## config.mk

```make
export PLATFORM = sky130hd
export DESIGN_NAME = p19_uart_rx
export DESIGN_NICKNAME = d
export VERILOG_FILES = /design/src/rtl/p19_uart_pkg.sv /design/src/rtl/p19_sync2.sv /design/src/rtl/p19_uart_rx.sv
export SDC_FILE = /design/constraint.sdc
export NUM_CORES = 1
export LEC_CHECK = 0
export ABC_AREA = 0
export CORE_AREA = 2 2 107 57
export CTS_BUF_LIST = sky130_fd_sc_hd__clkbuf_8
export DETAILED_ROUTE_END_ITERATION = 7
export DIE_AREA = 0 0 109 59
export GPL_TIMING_DRIVEN = 0
export PLACE_DENSITY = 0.57
export SLEW_MARGIN = 15
export SYNTH_ARGS = -nofsm -noshare
export SYNTH_HDL_FRONTEND = slang
export SYNTH_HIERARCHICAL = 1
export SYNTH_SLANG_ARGS = --single-unit
```

## constraint.sdc

```tcl
create_clock -name clk -period 6.8 [get_ports clk]
set_input_delay 1.36 -clock clk [delete_from_list [all_inputs] [get_ports clk]]
set_output_delay 1.36 -clock clk [all_outputs]
set_load 0.01 [all_outputs]
```

## src/rtl/p19_uart_pkg.sv

```systemverilog
`default_nettype none
// ============================================================================
// Module      : p19_uart_pkg
// Description : Shared UART timing derivation and receiver state encoding.
// Revision    : 1.0 - initial release
// ============================================================================
package p19_uart_pkg;

  // Receiver frame states
  typedef enum logic [1:0] {
    ST_IDLE  = 2'd0,
    ST_START = 2'd1,
    ST_DATA  = 2'd2,
    ST_STOP  = 2'd3
  } rx_state_t;

  localparam int NS_PER_S = 1_000_000_000;

  // Clock cycles per line bit, computed through integer nanosecond periods
  // so that rx and tx agree exactly on rounding.
  function automatic int cycles_per_bit(input int clk_hz, input int bit_rate);
    return (NS_PER_S / bit_rate) / (NS_PER_S / clk_hz);
  endfunction

  // One spare bit so the counter can reach CYCLES_PER_BIT without wrapping.
  function automatic int count_width(input int cpb);
    return 1 + $clog2(cpb);
  endfunction

endpackage
`default_nettype wire

```

## src/rtl/p19_sync2.sv

```systemverilog
`default_nettype none
// ============================================================================
// Module      : p19_sync2
// Description : Two-flop synchronizer with configurable reset value.
// Revision    : 1.0 - initial release
// ============================================================================
module p19_sync2 #(
  parameter logic RESET_VAL = 1'b1
) (
  input  logic clk,
  input  logic resetn,
  input  logic d,
  output logic q
);

  logic meta;

  // Two back-to-back flops to settle the asynchronous input
  always_ff @(posedge clk or negedge resetn) begin
    if (!resetn) begin
      meta <= RESET_VAL;
      q    <= RESET_VAL;
    end else begin
      meta <= d;
      q    <= meta;
    end
  end

endmodule
`default_nettype wire

```

## src/rtl/p19_uart_rx.sv

```systemverilog
`default_nettype none
// ============================================================================
// Module      : p19_uart_rx
// Description : UART receiver, mid-bit sampling, configurable payload and
//               stop bits, with frame-error and break reporting.
// Revision    : 1.0 - initial release
// ============================================================================
module p19_uart_rx #(
  parameter int BIT_RATE     = 9600,
  parameter int CLK_HZ       = 50_000_000,
  parameter int PAYLOAD_BITS = 8,
  parameter int STOP_BITS    = 1
) (
  input  logic                    clk,
  input  logic                    resetn,
  input  logic                    uart_rxd,
  input  logic                    uart_rx_en,
  output logic                    uart_rx_valid,
  output logic [PAYLOAD_BITS-1:0] uart_rx_data,
  output logic                    uart_rx_frame_err,
  output logic                    uart_rx_break
);

  import p19_uart_pkg::*;

  localparam int CYCLES_PER_BIT = cycles_per_bit(CLK_HZ, BIT_RATE);
  localparam int HALF_BIT       = CYCLES_PER_BIT / 2;
  localparam int CNT_W          = count_width(CYCLES_PER_BIT);
  localparam int BIT_W          = $clog2(PAYLOAD_BITS + 1);

  localparam logic [CNT_W-1:0] FULL_CNT  = CNT_W'(CYCLES_PER_BIT);
  localparam logic [CNT_W-1:0] HALF_CNT  = CNT_W'(HALF_BIT);
  localparam logic [BIT_W-1:0] LAST_BIT  = BIT_W'(PAYLOAD_BITS - 1);
  localparam logic [1:0]       LAST_STOP = 2'(STOP_BITS - 1);

  rx_state_t               state;
  rx_state_t               state_nxt;
  logic                    rxd_s;
  logic [CNT_W-1:0]        cnt;
  logic [BIT_W-1:0]        bit_cnt;
  logic [1:0]              stop_cnt;
  logic [PAYLOAD_BITS-1:0] shift_reg;
  logic [PAYLOAD_BITS-1:0] shift_nxt;
  logic                    stop_err;
  logic                    armed;

  logic half_hit;
  logic full_hit;
  logic start_ok;
  logic in_idle;
  logic cnt_clr;
  logic sample_data;
  logic sample_stop;
  logic frame_done;
  logic frame_err_now;

  p19_sync2 #(
    .RESET_VAL (1'b1)
  ) u_sync (
    .clk    (clk),
    .resetn (resetn),
    .d      (uart_rxd),
    .q      (rxd_s)
  );

  assign half_hit      = (cnt == HALF_CNT);
  assign full_hit      = (cnt == FULL_CNT);
  assign in_idle       = (state == ST_IDLE);
  // A line stuck low after an error must first be seen high before re-arming.
  assign start_ok      = !rxd_s && uart_rx_en && armed;
  assign frame_err_now = stop_err | ~rxd_s;

  // State register
  always_ff @(posedge clk or negedge resetn) begin
    if (!resetn) state <= ST_IDLE;
    else         state <= state_nxt;
  end

  // Next-state decode
  always_comb begin
    state_nxt = state;
    case (state)
      ST_IDLE:  if (start_ok) state_nxt = ST_START;
      ST_START: if (half_hit) state_nxt = rxd_s ? ST_IDLE : ST_DATA;
      ST_DATA:  if (full_hit && (bit_cnt == LAST_BIT)) state_nxt = ST_STOP;
      ST_STOP:  if (full_hit && (stop_cnt == LAST_STOP)) state_nxt = ST_IDLE;
      default:  state_nxt = ST_IDLE;
    endcase
  end

  // Per-state datapath strobes
  always_comb begin
    cnt_clr     = 1'b0;
    sample_data = 1'b0;
    sample_stop = 1'b0;
    frame_done  = 1'b0;
    case (state)
      ST_IDLE:  cnt_clr = 1'b1;
      ST_START: cnt_clr = half_hit;
      ST_DATA: begin
        cnt_clr     = full_hit;
        sample_data = full_hit;
      end
      ST_STOP: begin
        cnt_clr     = full_hit;
        sample_stop = full_hit;
        frame_done  = full_hit && (stop_cnt == LAST_STOP);
      end
      default: cnt_clr = 1'b1;
    endcase
  end

  // Bit-period cycle counter
  always_ff @(posedge clk or negedge resetn) begin
    if (!resetn)      cnt <= '0;
    else if (cnt_clr) cnt <= '0;
    else              cnt <= cnt + 1'b1;
  end

  // Data and stop bit counters plus the sticky stop-bit error
  always_ff @(posedge clk or negedge resetn) begin
    if (!resetn) begin
      bit_cnt  <= '0;
      stop_cnt <= '0;
      stop_err <= 1'b0;
    end else if (in_idle) begin
      bit_cnt  <= '0;
      stop_cnt <= '0;
      stop_err <= 1'b0;
    end else begin
      if (sample_data) bit_cnt <= (bit_cnt == LAST_BIT) ? '0 : bit_cnt + 1'b1;
      if (sample_stop) begin
        stop_cnt <= stop_cnt + 1'b1;
        stop_err <= frame_err_now;
      end
    end
  end

  // Line is LSB first: new bit enters at the MSB and the word shifts right.
  generate
    if (PAYLOAD_BITS > 1) begin : g_shift_wide
      assign shift_nxt = {rxd_s, shift_reg[PAYLOAD_BITS-1:1]};
    end else begin : g_shift_one
      assign shift_nxt = rxd_s;
    end
  endgenerate

  // Receive shift register
  always_ff @(posedge clk or negedge resetn) begin
    if (!resetn)          shift_reg <= '0;
    else if (sample_data) shift_reg <= shift_nxt;
  end

  // Start qualification: cleared by a framing error, restored by an idle-high line
  always_ff @(posedge clk or negedge resetn) begin
    if (!resetn)                         armed <= 1'b1;
    else if (in_idle && rxd_s)           armed <= 1'b1;
    else if (frame_done && frame_err_now) armed <= 1'b0;
  end

  // Output registers, updated only when a frame completes
  always_ff @(posedge clk or negedge resetn) begin
    if (!resetn) begin
      uart_rx_valid     <= 1'b0;
      uart_rx_data      <= '0;
      uart_rx_frame_err <= 1'b0;
      uart_rx_break     <= 1'b0;
    end else begin
      uart_rx_valid <= frame_done;
      if (frame_done) begin
        uart_rx_data      <= shift_reg;
        uart_rx_frame_err <= frame_err_now;
        uart_rx_break     <= frame_err_now && (shift_reg == '0);
      end
    end
  end

endmodule
`default_nettype wire
```

# --- Yosys cells after proc, flatten, opt, wreduce, memory -nomap -nowiden ---
# Index checks and enable logic that the tools add are counted.
word_totals:
  wordCells: 64
  ff_bits: 45
  inputBits: 4
classes:
  n_mux: 20
  add_sub_neg: 3
  bitwise_logic: 2
  n_reduce_logical: 16
  eq_ne: 10
ops:
  columns: ["operator", "n"]
  rows:
  - ["14-bit by 1-bit adder with 14-bit output (second input constant)", 1]
  - ["14-bit by 12-bit equality test with 1-bit output (second input constant)", 1]
  - ["14-bit by 13-bit equality test with 1-bit output (second input constant)", 1]
  - ["14-bit two-way mux", 1]
  - ["2-bit two-way mux", 7]
  - ["4-bit two-way mux", 3]
  - ["8-bit logical NOT", 1]
  - ["2-bit != test (second input constant)", 4]
  - ["2-bit one-hot mux with 4 select lines", 1]
  - ["1-bit logical AND", 7]
  - ["1-bit two-way mux", 7]
  - ["2-bit nonzero test", 3]
  - ["4-bit by 1-bit adder with 4-bit output (second input constant)", 1]
  - ["2-bit equality test (second input constant)", 2]
  - ["4-bit by 3-bit equality test with 1-bit output (second input constant)", 1]
  - ["2-bit logical NOT", 2]
  - ["4-bit AND reduction", 1]
  - ["1-bit one-hot mux with 3 select lines", 1]
  - ["2-bit by 1-bit adder with 2-bit output (second input constant)", 1]
  - ["2-bit by 1-bit equality test with 1-bit output (second input constant)", 1]
  - ["2-bit OR reduction", 1]
  - ["1-bit logical NOT", 1]
  - ["1-bit inverter", 1]
  - ["1-bit OR", 1]

# --- Depth between registers and ports, before layout ---
depth:
  ltp_word: 6
  depth_mapped: 8
  ltp_nobuf: 6

# --- Hierarchy ---
# The synthesis kept the hierarchy.
modules_own_cells:
  columns: ["mod", "area_per_inst_um2", "instances", "seq_area_each_um2", "cells_per_inst"]
  rows:
  - ["p19_uart_rx", 2109.5, 1, 1077.3, 194]
  - ["p19_sync2", 52.6, 1, 52.6, 2]

# --- Least setup slack after synthesis ---
# Ideal clock, no wire load.
synth_timing:
  path_type: "register to register"
  startpoint: "register cnt[0]"
  endpoint: "register uart_rx_data[0]"
  synth_period_minus_slack_ns: 2.510
  setup_slack_ns: 4.290
  path_stages_with_launch: 8
  t_arrival_ns: 2.385
  setup_time_ns: 0.125
  path_cell_list: "dfrtp_1 > inv_1 > ha_1 > or4b_4 > or4_4 > or3_1 > buf_6 > mux2_4"
synth_between:
  elab_chain_cells: 3
synth_lines:
  columns: ["element", "line", "rtl"]
  rows:
  - ["start, declared", "p19_uart_rx.sv:39", "logic [CNT_W-1:0] cnt;"]
  - ["start signal, assigned", "p19_uart_rx.sv:117", "else cnt <= cnt + 1'b1;"]
  - ["14-bit by 13-bit equality test with 1-bit output", "p19_uart_rx.sv:67", "assign full_hit = (cnt == FULL_CNT);"]
  - ["1-bit logical AND", "p19_uart_rx.sv:107", "frame_done = full_hit && (stop_cnt == LAST_STOP);"]
  - ["1-bit two-way mux", "p19_uart_rx.sv:97", "case (state)"]
  - ["end signal, assigned", "p19_uart_rx.sv:171", "uart_rx_data <= shift_reg;"]
  - ["end, declared", "p19_uart_rx.sv:19", "output logic [PAYLOAD_BITS-1:0] uart_rx_data,"]
# No other way between the ends.
# A chain may end at the register's enable or synchronous reset.

# --- Worst setup path after layout ---
layout_timing:
  startpoint: "register cnt[0]"
  endpoint: "register cnt[11]"
layout_between:
  elab_chain_cells: 3
  word_cells_on_any_way: 5
layout_lines:
  columns: ["element", "line", "rtl"]
  rows:
  - ["branches (longest 2 deep; another with 14-bit by 1-bit adder with 14-bit output)", null, null]
  - ["14-bit two-way mux *", "p19_uart_rx.sv:116", "else if (cnt_clr) cnt <= '0;"]
# Mark *: on every way between the ends.

==> impl_metrics.py <==
metrics = {
    "grt": {
        "grt_max_degree": 25,
        "grt_usage_pct": 14.62,
        "grt_pass1_vias": 1475,
        "antenna_found_initial": 0,
        "overflow": 0,
        "grt_pass1_wl_mm": 7.127,
    },
    "drt": {
        "routed_via_density": 5.182,
        "initialDrtViolationCount": 84,
        "route.vias.total": 1513,
        "wl_per_cell_um": 14.17,
        "drtPass1Iterations": 4,
        "totalWireLength_mm": 4.139,
        "postRouteAntennaNets": 0,
        "drc": 0,
    },
    "worst_setup_path": {
        "cp_max_fo": 10,
        "r2r_slack_ns": 3.98,
        "critPathRequiredTime_ns": 6.98,
        "start_kind": "flip-flop",
        "critPathKind": "reg -> reg",
        "worstPathArrival_ns": 2.99,
        "endpoint_kind": "flip-flop",
    },
    "timing": {
        "drv_slew": 0,
        "worstMarginPinSlew_ns": 0.9634,
        "period_share_pct": 41.46,
        "finalSetupTns_ns": 0,
        "setup_viol": 0,
        "fin_skew_ns": 0.01406,
        "finalCriticalPeriod_ns": 2.819,
        "slew_headroom_pct": 35.18,
        "hold_viol": 0,
        "rsz0062_at_grt": "false",
        "hold_ws_ns": 0.3601,
        "fmax_ghz": 0.3547,
    },
    "clock_tree": {
        "hold_buffers": 0,
        "post-cts-setup-buffers": 0,
        "clockBufferDepth": 2,
        "clk_pin_slew_worst_paths_ns": 0.08,
        "cts-resized-gates": 0,
        "clock-root-buffer": "clkbuf_8",
        "cts_tree": "yes",
        "clkSinkCount": 45,
        "htree_levels": 2,
        "clk_latency_ns": 0.30,
        "cts_buffers": 5,
    },
    "power": {
        "combinationalPowerShare_pct": 1.7,
        "pwr-share-seq_pct": 56.2,
        "pwr-share-clk_pct": 42.0,
        "switchingPower_mw": 0.09865,
        "internal_power_mw": 0.3799,
        "peakVddDrop_v": 0.00009350,
        "leakage_nw": 1.117,
        "swShare_pct": 20.62,
        "p_per_area_mw_per_mm2": 189.9,
        "power_mw": 0.4785,
    },
    "finish": {
        "seq_area_mm2": 0.001130,
        "drive_gt1_share_pct": 17.35,
        "utilization_pct": 46.70,
        "fillers": 514,
        "largest_reg_flops": 14,
        "area_growth_pct": 16.55,
        "fin_nets": 226,
        "multi_input_area_um2": 950.9,
        "antenna_cells": 0,
        "final_common_cell": "dfrtp_1",
        "final_cell_mix": "dfrtp_1, nor2_1, nand2_1",
    },
    "synthesis": {
        "syn_area_per_cell_um2": 11.03,
        "synth_fp_nets": 204,
        "synth_seq_cells": 45,
        "synthesis.area_mm2": 0.002162,
        "netlist_instances": 196,
        "synth_cell_type_count": 39,
        "synth-seq-area-share_pct": 52.26,
        "yosysWarnings": 6,
    },
    "job": {
        "cap_violations": 0,
    },
    "placed_design": {
        "port_buffers": 14,
        "dp_hpwl_mm": 2.884,
        "gp_congestion": 0.7903,
    },
    "floorplanning": {
        "fp.dieH_um": 59,
        "start_util_pct": 40.06,
        "rows": 19,
        "coreArea_mm2": 0.005396,
        "die_w_um": 109,
        "die_area_mm2": 0.006431,
        "io_pins": 15,
    },
    "min_path": {
        "hp-class": "reg -> reg",
    },
    "outcome": {
        "status": "complete, no violations",
    },
}
## path summary, 6_finish.rpt
path                                           to  cells after the start                   from
max in group asynchronous  bit_cnt[2]$_DFFE_PN0P_                      2                 resetn
max                             cnt[11]$_DFF_PN0_                      8       cnt[0]$_DFF_PN0_
min in group asynchronous       cnt[13]$_DFF_PN0_                      1                 resetn
min                            u_sync/q$_DFF_PN1_                      0  u_sync/meta$_DFF_PN1_
min reg2reg                    u_sync/q$_DFF_PN1_                      0  u_sync/meta$_DFF_PN1_
max reg2reg                     cnt[11]$_DFF_PN0_                      8       cnt[0]$_DFF_PN0_
## worst max-delay path: stages (launching register included)
cell	delay, ns
dfrtp_1	0.42
inv_1	0.07
ha_1	0.14
or4b_4	0.48
or4_4	0.55
buf_2	0.21
a22oi_1	0.43
buf_2	0.33
nor2_1	0.08
## power groups by stage
stage / Sequential, mW / Clock (mW) / Combinational (mW)
after detailed placement: 0.274 / 0 / 0.00891
after global placement: 0.274 / 0 / 0.00760
after floorplan: 0.274 / 0 / 0.000304
final: 0.269 / 0.201 / 0.00831
after global routing: 0.269 / 0.222 / 0.00973
after CTS: 0.269 / 0.207 / 0.00892
## synth_stat cells
master	n	share of area [%]
a211o_1	1	0.41
nor2_2	1	0.29
mux2_2	9	4.7
or3_1	2	0.58
nand4_1	7	2.0
o22ai_1	2	0.58
a21oi_1	1	0.23
or4b_4	1	0.64
nor3b_1	1	0.35
nor2b_1	4	1.2
inv_1	9	1.6
mux2_4	8	5.6
nor4bb_1	1	0.46
buf_6	2	1.0
ha_1	4	2.3
clkbuf_1	4	0.69
nand2b_1	2	0.58
o211ai_1	3	1.0
o31ai_1	2	0.69
buf_2	2	0.46
or4b_1	1	0.46
and3_1	1	0.29
a31o_2	2	0.81
nor4b_1	2	0.81
dfstp_2	3	3.6
xor2_1	1	0.41
xnor2_1	11	4.5
a22oi_1	1	0.35
nand4b_1	1	0.41
o21ai_0	5	1.2
nand2_1	14	2.4
nand3_1	9	2.1
a221o_1	2	0.93
or4_4	1	0.52
nor3_1	7	1.6
and4b_1	1	0.46
dfrtp_1	42	49
nor2_1	20	3.5
nor4_1	6	1.7
## cell type report
type	instances	area share [%]
buffer	8	1.887
clock buffer	5	2.731
clock inverter	3	1.688
inverter	9	1.341
multi-input combinational	134	37.74
sequential	45	44.84
tap	73	3.625
timing repair buffer	15	6.157
## per-stage QoR
step / instance area [µm²] / instances / setup WS [ns]
2_1_floorplan: 2162 / 196 / 4.290
3_3_place_gp: 2394 / 283 / 3.105
3_5_place_dp: 2409 / 284 / 4.012
4_1_cts: 2520 / 292 / 4.000
5_1_grt: 2520 / 292 / 3.826
6_report: 2520 / 292 / 3.981
## per-layer routing
metal  GRT usage (%)  vias to the layer above  wire, µm
met5               0                        -         0
li1                -                      735         -
met2           23.07                       24      1814
met1           20.14                      750      2163
met3           3.626                        4       125
met4           4.396                        0        36
## logic make-up (layout without fill, tap and decap cells)
logic type               count (synthesis)  in the layout  share of synthesized area [%]
AND/OR/NAND/NOR                         82             82                          20.37
flip-flops                              45             45                          52.26
AO/OA/AOI/OAI                           19             19                          6.192
multiplexers                            17             17                          10.24
buffers and inverters                   17             40                          3.761
XOR/XNOR                                12             12                          4.861
adder cells (fa/ha/maj)                  4              4                          2.315
No activity file was read; power rests on OpenSTA's default activity.
